--- src/rtl/tl_xbar_pkg.sv ---
// Shared TileLink-UL constants, beat-count helper and error-responder states
// for the 1:N crossbar family.
package tl_xbar_pkg;

  localparam logic [2:0] OP_GET             = 3'd4;
  localparam logic [2:0] OP_PUT_FULL        = 3'd0;
  localparam logic [2:0] OP_PUT_PARTIAL     = 3'd1;
  localparam logic [2:0] OP_ACCESS_ACK      = 3'd0;
  localparam logic [2:0] OP_ACCESS_ACK_DATA = 3'd1;

  typedef enum logic [1:0] {
    ERR_IDLE,
    ERR_SINK,
    ERR_RESP
  } err_state_e;

  // Beats in a message: bursts only exist for data-carrying messages wider than one beat.
  function automatic int unsigned num_beats(input int unsigned size, input logic has_data,
                                            input int unsigned lg_beat);
    if (has_data && size > lg_beat) return 32'd1 << (size - lg_beat);
    return 32'd1;
  endfunction

endpackage

--- src/rtl/tl_rr_lock_arbiter.sv ---
// Round-robin arbiter that holds its grant for the remaining beats of a burst.
// Requester index order doubles as the wrap-around priority order.
module tl_rr_lock_arbiter #(
  parameter int unsigned N     = 3,
  parameter int unsigned CNT_W = 5
) (
  input  logic             clock,
  input  logic             reset,
  input  logic [N-1:0]     valid,
  input  logic             take,
  input  logic [CNT_W-1:0] beats_m1,
  output logic [N-1:0]     grant,
  output logic [N-1:0]     ready
);

  logic [N-1:0]     rr_mask;
  logic [N-1:0]     lock_state;
  logic [N-1:0]     winner;
  logic [N-1:0]     masked;
  logic [CNT_W-1:0] beats_left;
  logic             locked;
  logic             fire;
  logic             found;

  assign locked = (beats_left != '0);
  assign masked = valid & rr_mask;

  // rr_mask holds the indices above the last winner; fall back to plain lowest-valid.
  always_comb begin
    winner = '0;
    found  = 1'b0;
    for (int unsigned i = 0; i < N; i++) begin
      if (!found && masked[i]) begin
        winner[i] = 1'b1;
        found     = 1'b1;
      end
    end
    for (int unsigned i = 0; i < N; i++) begin
      if (!found && valid[i]) begin
        winner[i] = 1'b1;
        found     = 1'b1;
      end
    end
  end

  assign grant = locked ? lock_state : winner;
  assign ready = {N{take}} & grant;
  assign fire  = take & |(valid & grant);

  always_ff @(posedge clock or posedge reset) begin
    if (reset) begin
      beats_left <= '0;
      rr_mask    <= '1;
      lock_state <= '0;
    end else if (locked) begin
      if (fire) beats_left <= beats_left - 1'b1;
    end else if (take) begin
      lock_state <= winner;
      beats_left <= |(valid & winner) ? beats_m1 : '0;
      if (|valid) rr_mask <= ~((winner << 1) - N'(1));
    end
  end

  a_winner_onehot: assert property (@(posedge clock) disable iff (reset) $onehot0(winner));
  a_valid_wins:    assert property (@(posedge clock) disable iff (reset) |valid |-> |winner);
  a_lock_valid:    assert property (@(posedge clock) disable iff (reset)
                                    locked |-> |(valid & lock_state));

endmodule

--- src/rtl/tl_xbar_1to_n.sv ---
// 1-master / N_OUT-slave TileLink-UL crossbar: address-decoded A routing,
// burst-locked round-robin D return, and a denied-response sink for unmapped addresses.
module tl_xbar_1to_n
  import tl_xbar_pkg::*;
#(
  parameter int unsigned N_OUT  = 2,
  parameter int unsigned ADDR_W = 9,
  parameter int unsigned DATA_W = 32,
  parameter int unsigned SIZE_W = 3,
  parameter int unsigned SRC_W  = 1,
  parameter logic [N_OUT*ADDR_W-1:0] BASE = {9'h100, 9'h000},
  parameter logic [N_OUT*ADDR_W-1:0] MASK = {9'h0FF, 9'h0FF}
) (
  input  logic                      clock,
  input  logic                      reset,
  input  logic                      auto_in_a_valid,
  output logic                      auto_in_a_ready,
  input  logic [2:0]                auto_in_a_bits_opcode,
  input  logic [SIZE_W-1:0]         auto_in_a_bits_size,
  input  logic [SRC_W-1:0]          auto_in_a_bits_source,
  input  logic [ADDR_W-1:0]         auto_in_a_bits_address,
  input  logic [DATA_W/8-1:0]       auto_in_a_bits_mask,
  input  logic [DATA_W-1:0]         auto_in_a_bits_data,
  output logic                      auto_in_d_valid,
  input  logic                      auto_in_d_ready,
  output logic [2:0]                auto_in_d_bits_opcode,
  output logic [1:0]                auto_in_d_bits_param,
  output logic [SIZE_W-1:0]         auto_in_d_bits_size,
  output logic [SRC_W-1:0]          auto_in_d_bits_source,
  output logic                      auto_in_d_bits_sink,
  output logic                      auto_in_d_bits_denied,
  output logic [DATA_W-1:0]         auto_in_d_bits_data,
  output logic                      auto_in_d_bits_corrupt,
  output logic [N_OUT-1:0]          auto_out_a_valid,
  input  logic [N_OUT-1:0]          auto_out_a_ready,
  output logic [N_OUT*3-1:0]        auto_out_a_bits_opcode,
  output logic [N_OUT*SIZE_W-1:0]   auto_out_a_bits_size,
  output logic [N_OUT*SRC_W-1:0]    auto_out_a_bits_source,
  output logic [N_OUT*ADDR_W-1:0]   auto_out_a_bits_address,
  output logic [N_OUT*DATA_W/8-1:0] auto_out_a_bits_mask,
  output logic [N_OUT*DATA_W-1:0]   auto_out_a_bits_data,
  input  logic [N_OUT-1:0]          auto_out_d_valid,
  output logic [N_OUT-1:0]          auto_out_d_ready,
  input  logic [N_OUT*3-1:0]        auto_out_d_bits_opcode,
  input  logic [N_OUT*2-1:0]        auto_out_d_bits_param,
  input  logic [N_OUT*SIZE_W-1:0]   auto_out_d_bits_size,
  input  logic [N_OUT*SRC_W-1:0]    auto_out_d_bits_source,
  input  logic [N_OUT-1:0]          auto_out_d_bits_sink,
  input  logic [N_OUT-1:0]          auto_out_d_bits_denied,
  input  logic [N_OUT*DATA_W-1:0]   auto_out_d_bits_data,
  input  logic [N_OUT-1:0]          auto_out_d_bits_corrupt
);

  localparam int unsigned LG_BEAT = $clog2(DATA_W / 8);
  localparam int unsigned MAX_LG  = (1 << SIZE_W) - 1;
  localparam int unsigned CNT_W   = (MAX_LG > LG_BEAT) ? MAX_LG - LG_BEAT : 1;
  localparam int unsigned NR      = N_OUT + 1;

  logic [N_OUT-1:0]  hit;
  logic              unmapped;
  logic              err_a_ready;
  logic              err_d_valid;
  logic              err_a_fire;
  logic              err_d_fire;
  logic              a_has_data;
  logic [CNT_W-1:0]  a_beats_m1;
  logic [CNT_W-1:0]  d_beats_m1;
  logic [NR-1:0]     req_valid;
  logic [NR-1:0]     grant;
  logic [NR-1:0]     grant_ready;

  err_state_e        err_state, err_state_n;
  logic [CNT_W-1:0]  err_cnt, err_cnt_n;
  logic              err_get, err_get_n;
  logic [SIZE_W-1:0] err_size, err_size_n;
  logic [SRC_W-1:0]  err_src, err_src_n;

  for (genvar i = 0; i < N_OUT; i++) begin : g_port
    localparam logic [ADDR_W-1:0] B = BASE[i*ADDR_W +: ADDR_W];
    localparam logic [ADDR_W-1:0] M = MASK[i*ADDR_W +: ADDR_W];
    assign hit[i] = ((auto_in_a_bits_address ^ B) & ~M) == '0;
    assign auto_out_a_bits_address[i*ADDR_W +: ADDR_W] = auto_in_a_bits_address & M;
    for (genvar j = i + 1; j < N_OUT; j++) begin : g_chk
      if (((B ^ BASE[j*ADDR_W +: ADDR_W]) & ~M & ~MASK[j*ADDR_W +: ADDR_W]) == '0) begin : g_overlap
        $error("tl_xbar_1to_n: address regions %0d and %0d overlap", i, j);
      end
    end
  end

  assign unmapped               = ~|hit;
  assign auto_out_a_valid       = {N_OUT{auto_in_a_valid}} & hit;
  assign auto_out_a_bits_opcode = {N_OUT{auto_in_a_bits_opcode}};
  assign auto_out_a_bits_size   = {N_OUT{auto_in_a_bits_size}};
  assign auto_out_a_bits_source = {N_OUT{auto_in_a_bits_source}};
  assign auto_out_a_bits_mask   = {N_OUT{auto_in_a_bits_mask}};
  assign auto_out_a_bits_data   = {N_OUT{auto_in_a_bits_data}};
  assign auto_in_a_ready        = |(hit & auto_out_a_ready) | (unmapped & err_a_ready);

  assign err_a_ready = (err_state != ERR_RESP);
  assign err_d_valid = (err_state == ERR_RESP);
  assign err_a_fire  = auto_in_a_valid & unmapped & err_a_ready;
  assign err_d_fire  = err_d_valid & grant_ready[N_OUT];
  assign a_has_data  = (auto_in_a_bits_opcode == OP_PUT_FULL) ||
                       (auto_in_a_bits_opcode == OP_PUT_PARTIAL);
  assign a_beats_m1  = CNT_W'(num_beats(32'(auto_in_a_bits_size), 1'b1, LG_BEAT) - 1);

  // err_cnt counts remaining A beats in SINK, then remaining D beats in RESP.
  always_comb begin
    err_state_n = err_state;
    err_cnt_n   = err_cnt;
    err_get_n   = err_get;
    err_size_n  = err_size;
    err_src_n   = err_src;
    case (err_state)
      ERR_IDLE: if (err_a_fire) begin
        err_get_n  = (auto_in_a_bits_opcode == OP_GET);
        err_size_n = auto_in_a_bits_size;
        err_src_n  = auto_in_a_bits_source;
        if (a_has_data && a_beats_m1 != '0) begin
          err_state_n = ERR_SINK;
          err_cnt_n   = a_beats_m1;
        end else begin
          err_state_n = ERR_RESP;
          err_cnt_n   = a_has_data ? '0 : (err_get_n ? a_beats_m1 : '0);
        end
      end
      ERR_SINK: if (err_a_fire) begin
        if (err_cnt == CNT_W'(1)) begin
          err_state_n = ERR_RESP;
          err_cnt_n   = '0;
        end else begin
          err_cnt_n = err_cnt - 1'b1;
        end
      end
      ERR_RESP: if (err_d_fire) begin
        if (err_cnt == '0) err_state_n = ERR_IDLE;
        else               err_cnt_n   = err_cnt - 1'b1;
      end
      default: err_state_n = ERR_IDLE;
    endcase
  end

  always_ff @(posedge clock or posedge reset) begin
    if (reset) begin
      err_state <= ERR_IDLE;
      err_cnt   <= '0;
      err_get   <= 1'b0;
      err_size  <= '0;
      err_src   <= '0;
    end else begin
      err_state <= err_state_n;
      err_cnt   <= err_cnt_n;
      err_get   <= err_get_n;
      err_size  <= err_size_n;
      err_src   <= err_src_n;
    end
  end

  assign req_valid = {err_d_valid, auto_out_d_valid};

  tl_rr_lock_arbiter #(.N(NR), .CNT_W(CNT_W)) u_arb (
    .clock    (clock),
    .reset    (reset),
    .valid    (req_valid),
    .take     (auto_in_d_ready),
    .beats_m1 (d_beats_m1),
    .grant    (grant),
    .ready    (grant_ready)
  );

  assign auto_out_d_ready = grant_ready[N_OUT-1:0];
  assign auto_in_d_valid  = |(req_valid & grant);
  assign d_beats_m1 = CNT_W'(num_beats(32'(auto_in_d_bits_size), auto_in_d_bits_opcode[0], LG_BEAT) - 1);

  always_comb begin
    auto_in_d_bits_opcode  = '0;
    auto_in_d_bits_param   = '0;
    auto_in_d_bits_size    = '0;
    auto_in_d_bits_source  = '0;
    auto_in_d_bits_sink    = 1'b0;
    auto_in_d_bits_denied  = 1'b0;
    auto_in_d_bits_data    = '0;
    auto_in_d_bits_corrupt = 1'b0;
    for (int unsigned i = 0; i < N_OUT; i++) begin
      if (grant[i]) begin
        auto_in_d_bits_opcode  = auto_out_d_bits_opcode[i*3 +: 3];
        auto_in_d_bits_param   = auto_out_d_bits_param[i*2 +: 2];
        auto_in_d_bits_size    = auto_out_d_bits_size[i*SIZE_W +: SIZE_W];
        auto_in_d_bits_source  = auto_out_d_bits_source[i*SRC_W +: SRC_W];
        auto_in_d_bits_sink    = auto_out_d_bits_sink[i];
        auto_in_d_bits_denied  = auto_out_d_bits_denied[i];
        auto_in_d_bits_data    = auto_out_d_bits_data[i*DATA_W +: DATA_W];
        auto_in_d_bits_corrupt = auto_out_d_bits_corrupt[i];
      end
    end
    if (grant[N_OUT]) begin
      auto_in_d_bits_opcode  = err_get ? OP_ACCESS_ACK_DATA : OP_ACCESS_ACK;
      auto_in_d_bits_size    = err_size;
      auto_in_d_bits_source  = err_src;
      auto_in_d_bits_denied  = 1'b1;
      auto_in_d_bits_corrupt = err_get;
    end
  end

endmodule
--- config.mk ---
export PLATFORM = sky130hd
export DESIGN_NAME = tl_xbar_1to_n
export DESIGN_NICKNAME = d
export VERILOG_FILES = /design/src/rtl/tl_xbar_pkg.sv /design/src/rtl/tl_rr_lock_arbiter.sv /design/src/rtl/tl_xbar_1to_n.sv
export SDC_FILE = /design/constraint.sdc
export NUM_CORES = 1
export LEC_CHECK = 0
export ABC_AREA = 1
export BUFFER_PORTS_ARGS = -buffer_cell sky130_fd_sc_hd__buf_2
export CAP_MARGIN = 20
export CORE_AREA = 2 2 117 119
export DETAILED_ROUTE_END_ITERATION = 10
export DIE_AREA = 0 0 119 121
export PLACE_DENSITY = 0.59
export SLEW_MARGIN = 0
export SYNTH_ARGS = -nofsm -noshare
export SYNTH_HDL_FRONTEND = slang
export SYNTH_SLANG_ARGS = --single-unit
--- constraint.sdc ---
create_clock -name clock -period 2.97 [get_ports clock]
set_clock_uncertainty 0.1 [all_clocks]
set_input_delay 0.7425 -clock clock [delete_from_list [all_inputs] [get_ports clock]]
set_output_delay 0.7425 -clock clock [all_outputs]
set_load 0.1 [all_outputs]
==> summary.txt, run 1 <==
Flow run
  • Max_cap viols: 0

Logic synthesis
  • Synth Warn #: 0
  • Post-synthesis sequential area ratio: 0.152
  • Ys flop type: dfrtp_1
  • Largest family of logic cells by synthesized area: buffers and inverters
  • Mux contribution to synthesized area: 0.00756
  • Ys async rst share: 1.00
  • Synthesized area: around 3000 um2
  • Post-synthesis compound-gate area fraction: 0.202
  • Mapped Cells: about 400
  • Post-Synth XOR/XNOR Area: 0.00882
  • Simple-gate portion of the synthesized area: 0.230
  • EDFF count, synth: 0
  • #FFs+latches synth: 18
  • Unique masters post-synth: a little over 40
  • Mapped Avg Cell Area: ~7.2 um2
  • Adder-cell share of the synthesized area: 0.0630

Timing
  • Unrepaired setup endpoints after global routing: true
  • Tightest Pin Transition: ~0.76 ns
  • Setup-failing EPs final: 0
  • Final Hold Vio Count: 0
  • Min Hold Slack: 0.418 ns
  • Max-slew violations: 0
  • Slew margin rel.: 0.495
  • Final Cycle Share: 0.985
  • Fmax: about 0.34 GHz
  • Final critical-path required period: approximately 3 ns

Power
  • Switching share of power: 0.572
  • Pwr Density: about 1200 nW/um2
  • Reg power frac: 0.061
  • Worst IR Drop VDD: ~0.52 mV
  • Clock share of power: 0.052
  • Combinational power share: 0.886
  • Internal power: between 2 and 3 mW
  • Net Switching: roughly 3.4 mW
  • Total Power: 5.91 mW
  • Leakage power: between 2 and 2.5 nW

Routing
  • Initial DRT Pass Iterations: 4
  • Drt total wl: approximately 11,000 um
  • Final ANT Viol Nets: 0
  • Routed vias: a little over 3,000
  • DR iter-0 viols: roughly 100
  • Via/cell ratio: about 4.3
  • DRC errors left: 0
  • DR WL/cell: 16.2 um

Die
  • Chip height: ~120 um
  • Standard-cell row count: 42
  • Initial Util: 0.228
  • Full die area: ~14,000 um2
  • Core box area: between 10,000 and 15,000 um2
  • Die X-Extent: approximately 120 um
  • # IOs: around 300

Run status
  • Outcome: complete, no violations

Global route
  • Global-route wire length before repair: about 16,000 um
  • Vias in the first global route: a little under 3,000
  • Largest net degree at the start of global routing: 19
  • Gr usage total: 0.148
  • Initial antenna violation count: 0
  • Overflow after GRT: 0

Critical path
  • Largest stage delay on the critical path: 0.24 ns
  • CP max FO: 14
  • Crit Path Category: in2out
  • Crit path top cell by count: buf_12
  • Worst Path Arrival: about 2.1 ns
  • WP data required: 2.13 ns
  • Slowest CP cell: a22o_4
  • Crit. End Element: output pin
  • Setup crit start kind: input pin
  • Crit-path cells: buf_6 -> nand2_8 -> nand4_1 -> nand2_1 -> nand3_2 -> nand2_4 -> nor2_4 -> buf_12 -> buf_12 -> a22o_4 -> buf_12

Place
  • IO Port Bufs: roughly 160
  • Gpl congestion: between 0.8 and 0.9
  • Placed Cells: around 700
  • Post-DP HPWL: about 9600 um

CTS
  • Skew-Pair Late Insertion Delay: about 0.26 ns
  • Hold buffer count at CTS: 0
  • CTS tree: yes
  • Clock input transition at the sequential cells of the worst setup and hold paths: ~0.06 ns
  • # H-tree levels: 1
  • CTS buffer count: 3
  • CTS max path bufs: 2
  • CTS sink count: 18
  • Root Buffer: clkbuf_16

Final layout
  • Final core occ: 0.378
  • # nets final: a little under 700
  • Layout Cells excl Fill: between 700 and 800
  • Most frequent cells in the layout: buf_2, buf_4, buf_12
  • Commonest non-fill, non-tap cell in the layout: buf_2
  • Synth-to-Final Area Change: 66.1%
  • Share of cells above drive strength 1: 0.633
  • Diodes inserted: 0

Worst hold path
  • HP Class: reg2reg
## logic make-up after synthesis
logic type / after synthesis
AOI/OAI and AO/OA: 79
xor gates and xnor gates: 3
adders and majority gates: 15
buffers and inverters: 160
DFF: 18
muxes: 2
other: 1
and+or+nand+nor: 134
## path summary, 6_finish.rpt
kind	startpoint	depth (start not counted)	to	slack (ns)
setup / recovery	auto_out_d_valid[0]	11	auto_in_d_bits_data[29]	0.05
max in group asynchronous	reset	2	u_arb.beats_left[0]$_DFFE_PP0P_	1.78
min in group asynchronous	reset	2	u_arb.lock_state[2]$_DFFE_PP0P_	0.51
hold reg to reg	u_arb.rr_mask[0]$_DFFE_PP1P_	2	u_arb.rr_mask[0]$_DFFE_PP1P_	0.42
setup reg to reg	u_arb.beats_left[1]$_DFFE_PP0P_	16	u_arb.beats_left[1]$_DFFE_PP0P_	0.23
hold / removal	u_arb.rr_mask[0]$_DFFE_PP1P_	2	u_arb.rr_mask[0]$_DFFE_PP1P_	0.42
## worst max-delay path: cells and delay by family
| kind | cells | cell delay [ns] |
|---|---|---|
| compound gates | 1 | 0.24 |
| buf+inv | 4 | 0.57 |
| simple gates | 6 | 0.52 |
## cell type report
cell class / count / area [um2]
fillers: 1321 / 8140
clock buffers: 4 / 88.8
multi-input cells: 235 / 1940
well taps: 176 / 220
flip-flops and latches: 18 / 454
inverters: 47 / 181
repair buffers: 224 / 2070
## sequential cells by signal, summed over array words and instances, names as in the netlist
name,flops
u_arb.beats_left,5
err_state,2
u_arb.lock_state,3
u_arb.rr_mask,3
err_cnt,5
## Yosys cell counts, types with 8 or more instances
| cell | n | share of area |
|---|---|---|
| a21oi_1 | 14 | 0.024 |
| a22o_1 | 35 | 0.10 |
| a22oi_1 | 9 | 0.023 |
| buf_4 | 104 | 0.26 |
| clkbuf_1 | 8 | 0.010 |
| dfrtp_1 | 15 | 0.13 |
| ha_1 | 15 | 0.063 |
| inv_1 | 46 | 0.058 |
| nand2_1 | 36 | 0.045 |
| nand2_2 | 9 | 0.019 |
| nand3_1 | 25 | 0.042 |
| nor2_1 | 34 | 0.043 |
| o21ai_0 | 8 | 0.013 |
## power groups by stage
stage | clock (mW) | combinational [mW] | sequential (mW)
floorplan | 0 | 3.57 | 0.353
global placement | 0 | 4.88 | 0.360
detailed placement | 0 | 4.90 | 0.362
CTS | 0.318 | 5.01 | 0.358
global route | 0.324 | 5.45 | 0.370
finish | 0.309 | 5.23 | 0.363
## stage by stage
step / setup WS (ns) / setup TNS, ns / cell area (um2)
CTS: 0.00296 / 0 / 4690
global route: -0.0771 / -2.12 / 4950
floorplan: -0.0532 / -1.61 / 3150
global placement: -0.0947 / -2.19 / 4490
finish: 0.0455 / 0 / 4950
detailed placement: -0.112 / -2.50 / 4490
## routing by layer
metal / global-route usage / share of wire
met1: 0.193 / 0.42
met2: 0.231 / 0.47
met3: 0.0498 / 0.089
met4: 0.0476 / 0.022
met5: 0 / 0
## repair_timing
item / 4_1_cts / 5_1_grt
pin swaps: 2 / 11
endpoints found under the setup margin: 44 / 46
buffers inserted: 4 / 5
gates resized for setup: 17 / 41
cloned: 1 / 0
Note: power is estimated with default switching activity, not from simulation.
==> run 2: changes to the inputs <==
Settings changed: REMOVE_ABC_BUFFERS set to 1, TNS_END_PERCENT set to 10.
==> run 2 against run 1 <==
The run now ends with setup timing left. Die area did not move. Power fell by 5.0%. Cell count fell by 0.71%. Sequential share of layout area rose by 0.57 points. Non-clock buffer count fell by 15. Via count rose by 8.6%. Worst setup slack got worse by 0.093 ns. Final area fell by 5.9%. Worst hold slack got worse by 0.018 ns. Maximum frequency fell by 3.1%. Sequential power fell by 2%. Critical endpoint is now auto_in_d_bits_data[16].
==> summary.txt, run 2 (synthesis gave the netlist of run 1 again) <==
Run status
  • Outcome: complete, but fails checks (was complete, no violations)
  • Violated checks: setup timing

Critical path
  • Setup crit end: auto_in_d_bits_data[16] (was auto_in_d_bits_data[29])
  • Reg-to-reg endpoint: u_arb.beats_left[4]$_DFFE_PP0P_ (was u_arb.beats_left[1]$_DFFE_PP0P_)
  • Crit Path Category: reg2out (was in2out)
  • Worst Path Arrival: 2.18 ns (was 2.08 ns)
  • CP startpoint: u_arb.beats_left[1]$_DFFE_PP0P_ (was auto_out_d_valid[0])
  • FF-to-FF path depth: 19 (was 16)
  • Crit. End Element: output pin (unchanged)
  • WP data required: 2.13 ns (about the same)
  • RR Startpoint: u_arb.beats_left[1]$_DFFE_PP0P_ (unchanged)
  • Setup crit start kind: flop (was input pin)
  • Reg2reg setup slack: 0.18 ns (was 0.23 ns)
  • CP max FO: 8 (was 14)

Routing
  • Drt total wl: 18,300 um (was 11,400 um)
  • DR iter-0 viols: 138 (was 104)
  • Routed vias: 3,306 (was 3,044)
  • Initial DRT Pass Iterations: 4 (unchanged)
  • Via/cell ratio: 4.73 (was 4.32)
  • DR WL/cell: 26.2 um (was 16.2 um)
  • DRC errors left: 0 (unchanged)
  • Final ANT Viol Nets: 0 (unchanged)

Global route
  • Overflow after GRT: 0 (unchanged)
  • Gr usage total: 0.249 (was 0.148)
  • Initial antenna violation count: 19 (was 0)
  • Global-route wire length before repair: 24,600 um (was 16,300 um)
  • Vias in the first global route: 3,073 (was 2,924)
  • Largest net degree at the start of global routing: 26 (was 19)

CTS
  • Clock input transition at the sequential cells of the worst setup and hold paths: 0.06 ns (about the same)
  • # H-tree levels: 1 (unchanged)
  • Skew-Pair Late Insertion Delay: 0.26 ns (about the same)
  • Hold buffer count at CTS: 0 (unchanged)
  • CTS max path bufs: 2 (unchanged)
  • Root Buffer: clkbuf_16 (unchanged)
  • CTS buffer count: 3 (unchanged)
  • CTS sink count: 18 (unchanged)
  • CTS tree: yes (unchanged)

Timing
  • Max-slew violations: 0 (unchanged)
  • Final critical-path required period: 3.02 ns (was 2.92 ns)
  • Setup-failing EPs final: 21 (was 0)
  • Tightest Pin Transition: 0.836 ns (was 0.757 ns)
  • Final Cycle Share: 1.02 (was 0.985)
  • Unrepaired setup endpoints after global routing: true (unchanged)
  • Final Hold Vio Count: 0 (unchanged)
  • Min Hold Slack: 0.401 ns (was 0.418 ns)
  • PnR worst setup slack: -0.0477 ns (was 0.0455 ns)
  • Slew margin rel.: 0.442 (was 0.495)
  • Fmax: 0.331 GHz (was 0.342 GHz)

Die
  • # IOs: 302 (unchanged)
  • Initial Util: 0.228 (unchanged)
  • Die X-Extent: 119 um (unchanged)
  • Core box area: 13,100 um2 (unchanged)
  • Full die area: 14,400 um2 (unchanged)
  • Chip height: 121 um (unchanged)
  • Standard-cell row count: 42 (unchanged)

Place
  • Dpl ws: -0.171 ns (was -0.112 ns)
  • Dpl cell area: 4230 um2 (was 4490 um2)
  • IO Port Bufs: 164 (unchanged)
  • Post-DP HPWL: 16,300 um (was 9590 um)
  • Gpl congestion: 0.951 (was 0.854)

Final layout
  • # nets final: 677 (was 692)
  • Design Area, Final: 4660 um2 (was 4950 um2)
  • Commonest non-fill, non-tap cell in the layout: buf_2 (unchanged)
  • Largest regs: err_cnt: 5 flops, u_arb.beats_left: 5 flops (unchanged)
  • Share of cells above drive strength 1: 0.548 (was 0.633)
  • Most frequent cells in the layout: buf_2, buf_12, inv_1 (was buf_2, buf_4, buf_12)
  • Synth-to-Final Area Change: 56.3% (was 66.1%)
  • Fill count: 1,337 (was 1,321)

Flow run
  • Max_cap viols: 0 (unchanged)

Power
  • Total Power: 5.61 mW (was 5.91 mW)
  • Leakage power: 2.29 nW (was 2.42 nW)
  • Pwr Density: 1200 nW/um2 (was 1190 nW/um2)
  • Worst IR Drop VDD: 0.476 mV (was 0.524 mV)

Worst hold path
  • HP Class: reg2reg (unchanged)
[run 2: cell type report]
type | count | area, um2 | share of cell area
clock buffers | 4 | 88.8 | 0.0191
well taps | 176 | 220 | 0.0473
diodes | 10 | 25.0 | 0.00537
multi-input cells | 235 | 1740 | 0.374
repair buffers | 209 | 1950 | 0.419
flip-flops and latches | 18 | 454 | 0.0975
inverters | 47 | 176 | 0.0379
[run 2: worst min-delay path by stage]
stage / from / to / slack, ns / cells past startpoint
global route: u_arb.rr_mask[0]$_DFFE_PP1P_ / u_arb.rr_mask[0]$_DFFE_PP1P_ / 0.43 / 2
floorplan: u_arb.rr_mask[0]$_DFFE_PP1P_ / u_arb.rr_mask[0]$_DFFE_PP1P_ / 0.35 / 2
finish: u_arb.rr_mask[0]$_DFFE_PP1P_ / u_arb.rr_mask[0]$_DFFE_PP1P_ / 0.40 / 2
global placement: u_arb.rr_mask[0]$_DFFE_PP1P_ / u_arb.rr_mask[0]$_DFFE_PP1P_ / 0.37 / 2
CTS: u_arb.rr_mask[0]$_DFFE_PP1P_ / u_arb.rr_mask[0]$_DFFE_PP1P_ / 0.40 / 2
detailed placement: u_arb.rr_mask[0]$_DFFE_PP1P_ / u_arb.rr_mask[0]$_DFFE_PP1P_ / 0.38 / 2
[run 2: routing by layer]
metal / vias up / GRT usage / share of wire
li1: 1495 / - / -
met1: 1465 / 0.295 / 0.41
met2: 312 / 0.326 / 0.36
met3: 20 / 0.249 / 0.22
met4: 14 / 0.0104 / 0.0034
met5: - / 0.0478 / 0.0065
[run 2: worst max-delay path, stage by stage, from the launching register on]
cell and delay, ns:
dfrtp_1 0.38, inv_2 0.10, ha_4 0.14, nand3_4 0.11, buf_12 0.16, nand2_1 0.10
nand2_4 0.09, nor2_4 0.14, buf_6 0.17, buf_6 0.15, a22o_1 0.18, buf_12 0.18
[run 2: power by group]
group / switching (mW) / total, mW / internal (mW)
logic: 3.15 / 4.94 / 1.79
clock network: 0.112 / 0.318 / 0.206
registers: 0.0430 / 0.356 / 0.313
total: 3.30 / 5.61 / 2.31
[run 2: metrics by stage]
step	setup TNS [ns]	std cells	utilization
after CTS	-0.151	687	0.344
after global routing	-2.86	689	0.354
after detailed placement	-2.90	679	0.323
after floorplan	-69.15	300	-
final	-0.480	699	0.356
after global placement	-2.05	679	0.323
[run 2: what timing repair did]
action | in CTS | in global routing
resized for setup | 31 | 25
cloned | 1 | 0
pin swaps | 6 | 10
endpoints found under the setup margin | 42 | 48
buffers inserted | 3 | 2
==> run 3: changes to the inputs <==
Settings changed: ABC_AREA 1 to unset, CORE_AREA 2 2 117 119 to 2 2 119 121, DIE_AREA 0 0 119 121 to 0 0 121 123, GPL_TIMING_DRIVEN set to 0, PLACE_DENSITY 0.59 to 0.56.
==> run 3 against run 2 <==
The flow still finishes with violations (setup timing). Global-route usage fell by 6.7 points. Via count fell by 5.5%. Die area rose by 3.4%. Register-to-register slack got worse by 0.81 ns. Core utilization fell by 2.6 points. Synthesized cell count fell by 15%. Worst hold slack improved by 0.024 ns. Critical path type is now reg2reg.
==> summary.txt, run 3 <==
Die
  • Die X-Extent: 121 um (was 119 um)
  • Core box area: 13,600 um2 (was 13,100 um2)
  • Standard-cell row count: 43 (was 42)
  • # IOs: 302 (unchanged)
  • Full die area: 14,900 um2 (was 14,400 um2)
  • Chip height: 123 um (was 121 um)
  • Initial Util: 0.206 (was 0.228)

Logic synthesis
  • Mapped Avg Cell Area: 8.02 um2 (was 7.23 um2)
  • Post-synthesis sequential area ratio: 0.162 (was 0.152)
  • EDFF count, synth: 0 (unchanged)
  • Synthesized area: 2800 um2 (was 2980 um2)
  • Most common cell in the netlist: buf_4 (unchanged)
  • Synth top area cells: buf_4, dfrtp_1, a22o_1, ha_1, nand2_1 (was buf_4, dfrtp_1, a22o_1, ha_1, inv_1)
  • Share of the synthesized area in the top cell type: 0.282 (was 0.262)
  • #FFs+latches synth: 18 (unchanged)
  • Commonest cells in the synthesized netlist: buf_4, a22o_1, nand2_1, inv_1, nor2_1 (was buf_4, inv_1, nand2_1, a22o_1, nor2_1)
  • Dominant cell type by area after synthesis: buf_4 (unchanged)
  • Mapped Cells: 349 (was 412)
  • Unique masters post-synth: 51 (was 41)
  • Synth Warn #: 0 (unchanged)
  • Ys flop type: dfrtp_1 (unchanged)
  • Ys async rst share: 1.00 (unchanged)

Place
  • IO Port Bufs: 164 (unchanged)
  • Gpl congestion: 0.815 (was 0.951)
  • Dpl cell area: 3070 um2 (was 4230 um2)
  • Post-DP HPWL: 10,800 um (was 16,300 um)
  • Dpl ws: -1.59 ns (was -0.171 ns)

Global route
  • Met1 track demand over resource: 0.208 (was 0.295)
  • Vias in the first global route: 3,000 (was 3,073)
  • Largest net degree at the start of global routing: 21 (was 26)
  • Gr usage total: 0.182 (was 0.249)
  • Global-route wire length before repair: 20,000 um (was 24,600 um)
  • Met2 usage: 0.273 (was 0.326)
  • Overflow after GRT: 0 (unchanged)
  • Initial antenna violation count: 6 (was 19)
  • Met3 layer usage reported by global route: 0.141 (was 0.249)
  • Most used routing layer: met2 (unchanged)

Timing
  • Min Hold Slack: 0.425 ns (was 0.401 ns)
  • Final critical-path required period: 3.60 ns (was 3.02 ns)
  • Final Hold Vio Count: 0 (unchanged)
  • Setup-failing EPs final: 56 (was 21)
  • Tightest Pin Transition: 0.803 ns (was 0.836 ns)
  • Unrepaired setup endpoints after global routing: true (unchanged)
  • Max-slew violations: 0 (unchanged)
  • Fmax: 0.278 GHz (was 0.331 GHz)
  • Slew margin rel.: 0.463 (was 0.442)
  • Final Cycle Share: 1.21 (was 1.02)
  • PnR worst setup slack: -0.633 ns (was -0.0477 ns)

Final layout
  • # nets final: 603 (was 677)
  • Largest regs: err_cnt: 5 flops, u_arb.beats_left: 5 flops (unchanged)
  • Multi-input logic area: 1860 um2 (was 1740 um2)
  • Most frequent cells in the layout: buf_2, buf_12, buf_4 (was buf_2, buf_12, inv_1)
  • Register area: 454 um2 (unchanged)
  • Share of cells above drive strength 1: 0.613 (was 0.548)
  • Fill count: 1,370 (was 1,337)
  • Commonest non-fill, non-tap cell in the layout: buf_2 (unchanged)
  • Design Area, Final: 4490 um2 (was 4660 um2)
  • Synth-to-Final Area Change: 60.2% (was 56.3%)

Worst hold path
  • HP Class: reg2reg (unchanged)

CTS
  • Clock input transition at the sequential cells of the worst setup and hold paths: 0.06 ns (about the same)
  • CTS sink count: 18 (unchanged)
  • # H-tree levels: 1 (unchanged)
  • CTS max path bufs: 2 (unchanged)
  • CTS buffer count: 3 (unchanged)
  • Skew-Pair Late Insertion Delay: 0.25 ns (was 0.26 ns)
  • CTS tree: yes (unchanged)
  • Root Buffer: clkbuf_16 (unchanged)

Critical path
  • Worst Path Arrival: 3.63 ns (was 2.18 ns)
  • CP max FO: 6 (was 8)
  • Crit. End Element: flop (was output pin)
  • Setup crit start kind: flop (unchanged)
  • Reg2reg setup slack: -0.63 ns (was 0.18 ns)
  • Crit Path Category: reg2reg (was reg2out)
  • WP data required: 2.99 ns (was 2.13 ns)

Power
  • Pwr Density: 173 nW/um2 (was 1200 nW/um2)
  • Leakage power: 2.07 nW (was 2.29 nW)
  • Worst IR Drop VDD: 0.214 mV (was 0.476 mV)

Routing
  • DR iter-0 viols: 96 (was 138)
  • Initial DRT Pass Iterations: 4 (unchanged)
  • DRC errors left: 0 (unchanged)
  • Routed vias: 3,125 (was 3,306)
  • Via/cell ratio: 5.04 (was 4.73)
  • DR WL/cell: 24.3 um (was 26.2 um)
  • Final ANT Viol Nets: 0 (unchanged)
  • Drt total wl: 15,000 um (was 18,300 um)

Run status
  • Outcome: complete, but fails checks (unchanged)
  • Violated checks: setup timing (unchanged)

Flow run
  • Max_cap viols: 0 (unchanged)
run 3: cell count changes in the layout (fill, tap and decap cells not counted), sizes merged, moves of 11 or more:
cell   before  now
inv        47   19
buf       209  198
nand3      33    6
nor2       41   16
nand2      46   22
a21oi      16    5
run 3: path summary, 6_finish.rpt:
kind                                            startpoint  cells after the start                              end
max                        u_arb.beats_left[1]$_DFFE_PP0P_                     16  u_arb.beats_left[2]$_DFFE_PP0P_
min                           u_arb.rr_mask[0]$_DFFE_PP1P_                      1     u_arb.rr_mask[0]$_DFFE_PP1P_
max reg2reg                u_arb.beats_left[1]$_DFFE_PP0P_                     16  u_arb.beats_left[2]$_DFFE_PP0P_
min reg2reg                   u_arb.rr_mask[0]$_DFFE_PP1P_                      1     u_arb.rr_mask[0]$_DFFE_PP1P_
max in group asynchronous                            reset                      2  u_arb.beats_left[3]$_DFFE_PP0P_
min in group asynchronous                            reset                      2           err_cnt[0]$_DFFE_PP0P_
run 3: critical path: stages, from the launching register on:
cell and delay [ns]:
dfrtp_1 0.38, inv_2 0.09, ha_4 0.14, or4b_4 0.50, nand2_4 0.09, o21ai_4 0.09, clkbuf_16 0.17, or3b_4 0.40
a21oi_4 0.18, inv_2 0.06, ha_4 0.27, inv_2 0.04, a211oi_2 0.22, nor2_1 0.08, ha_2 0.21, xnor2_2 0.15
a221o_1 0.31
run 3: cell families (layout without fill, tap and decap cells):
family | count (synthesis) | count (layout) | share of synthesized area
XOR/XNOR | 4 | 4 | 0.0125
adder cells (fa/ha/maj) | 15 | 15 | 0.0670
other | 1 | 3 | 0.00134
AO/OA/AOI/OAI | 91 | 93 | 0.261
buffers and inverters | 135 | 222 | 0.322
AND/OR/NAND/NOR | 79 | 79 | 0.151
multiplexers | 6 | 6 | 0.0223
flip-flops | 18 | 18 | 0.162
run 3: layout make-up:
type,count,share of cell area
tap,180,0.0502
inverter,19,0.0159
antenna,1,0.000558
multi-input combinational,199,0.415
timing repair buffer,199,0.397
clock buffer,4,0.0198
sequential,18,0.101
run 3: power by group:
part	internal (mW)	switching, mW
Combinational	0.0714	0.162
Sequential	0.246	0
Clock	0.205	0.0932
Total	0.522	0.255
run 3: stage by stage:
step	total power [mW]	util	TNS [ns]	instances
global route	0.808	0.329	-26.09	619
global placement	0.466	0.222	-127.92	578
CTS	0.774	0.299	-22.79	613
detailed placement	0.469	0.225	-37.07	579
finish	0.777	0.330	-22.18	620
floorplan	0.311	-	-106.91	234
run 3: repair_timing:
action	in CTS	in global routing
gates resized for setup	171	72
pin swaps	26	20
cloned	3	0
buffers inserted	27	6
setup endpoints to repair	57	58
hold buffers	0	0
run 3: layer usage:
layer | share of wire | vias up | wire length (um)
li1 | - | 1323 | -
met5 | 0.011 | - | 158
met4 | 0.0084 | 10 | 127
met3 | 0.17 | 22 | 2490
met2 | 0.43 | 269 | 6410
met1 | 0.39 | 1501 | 5860
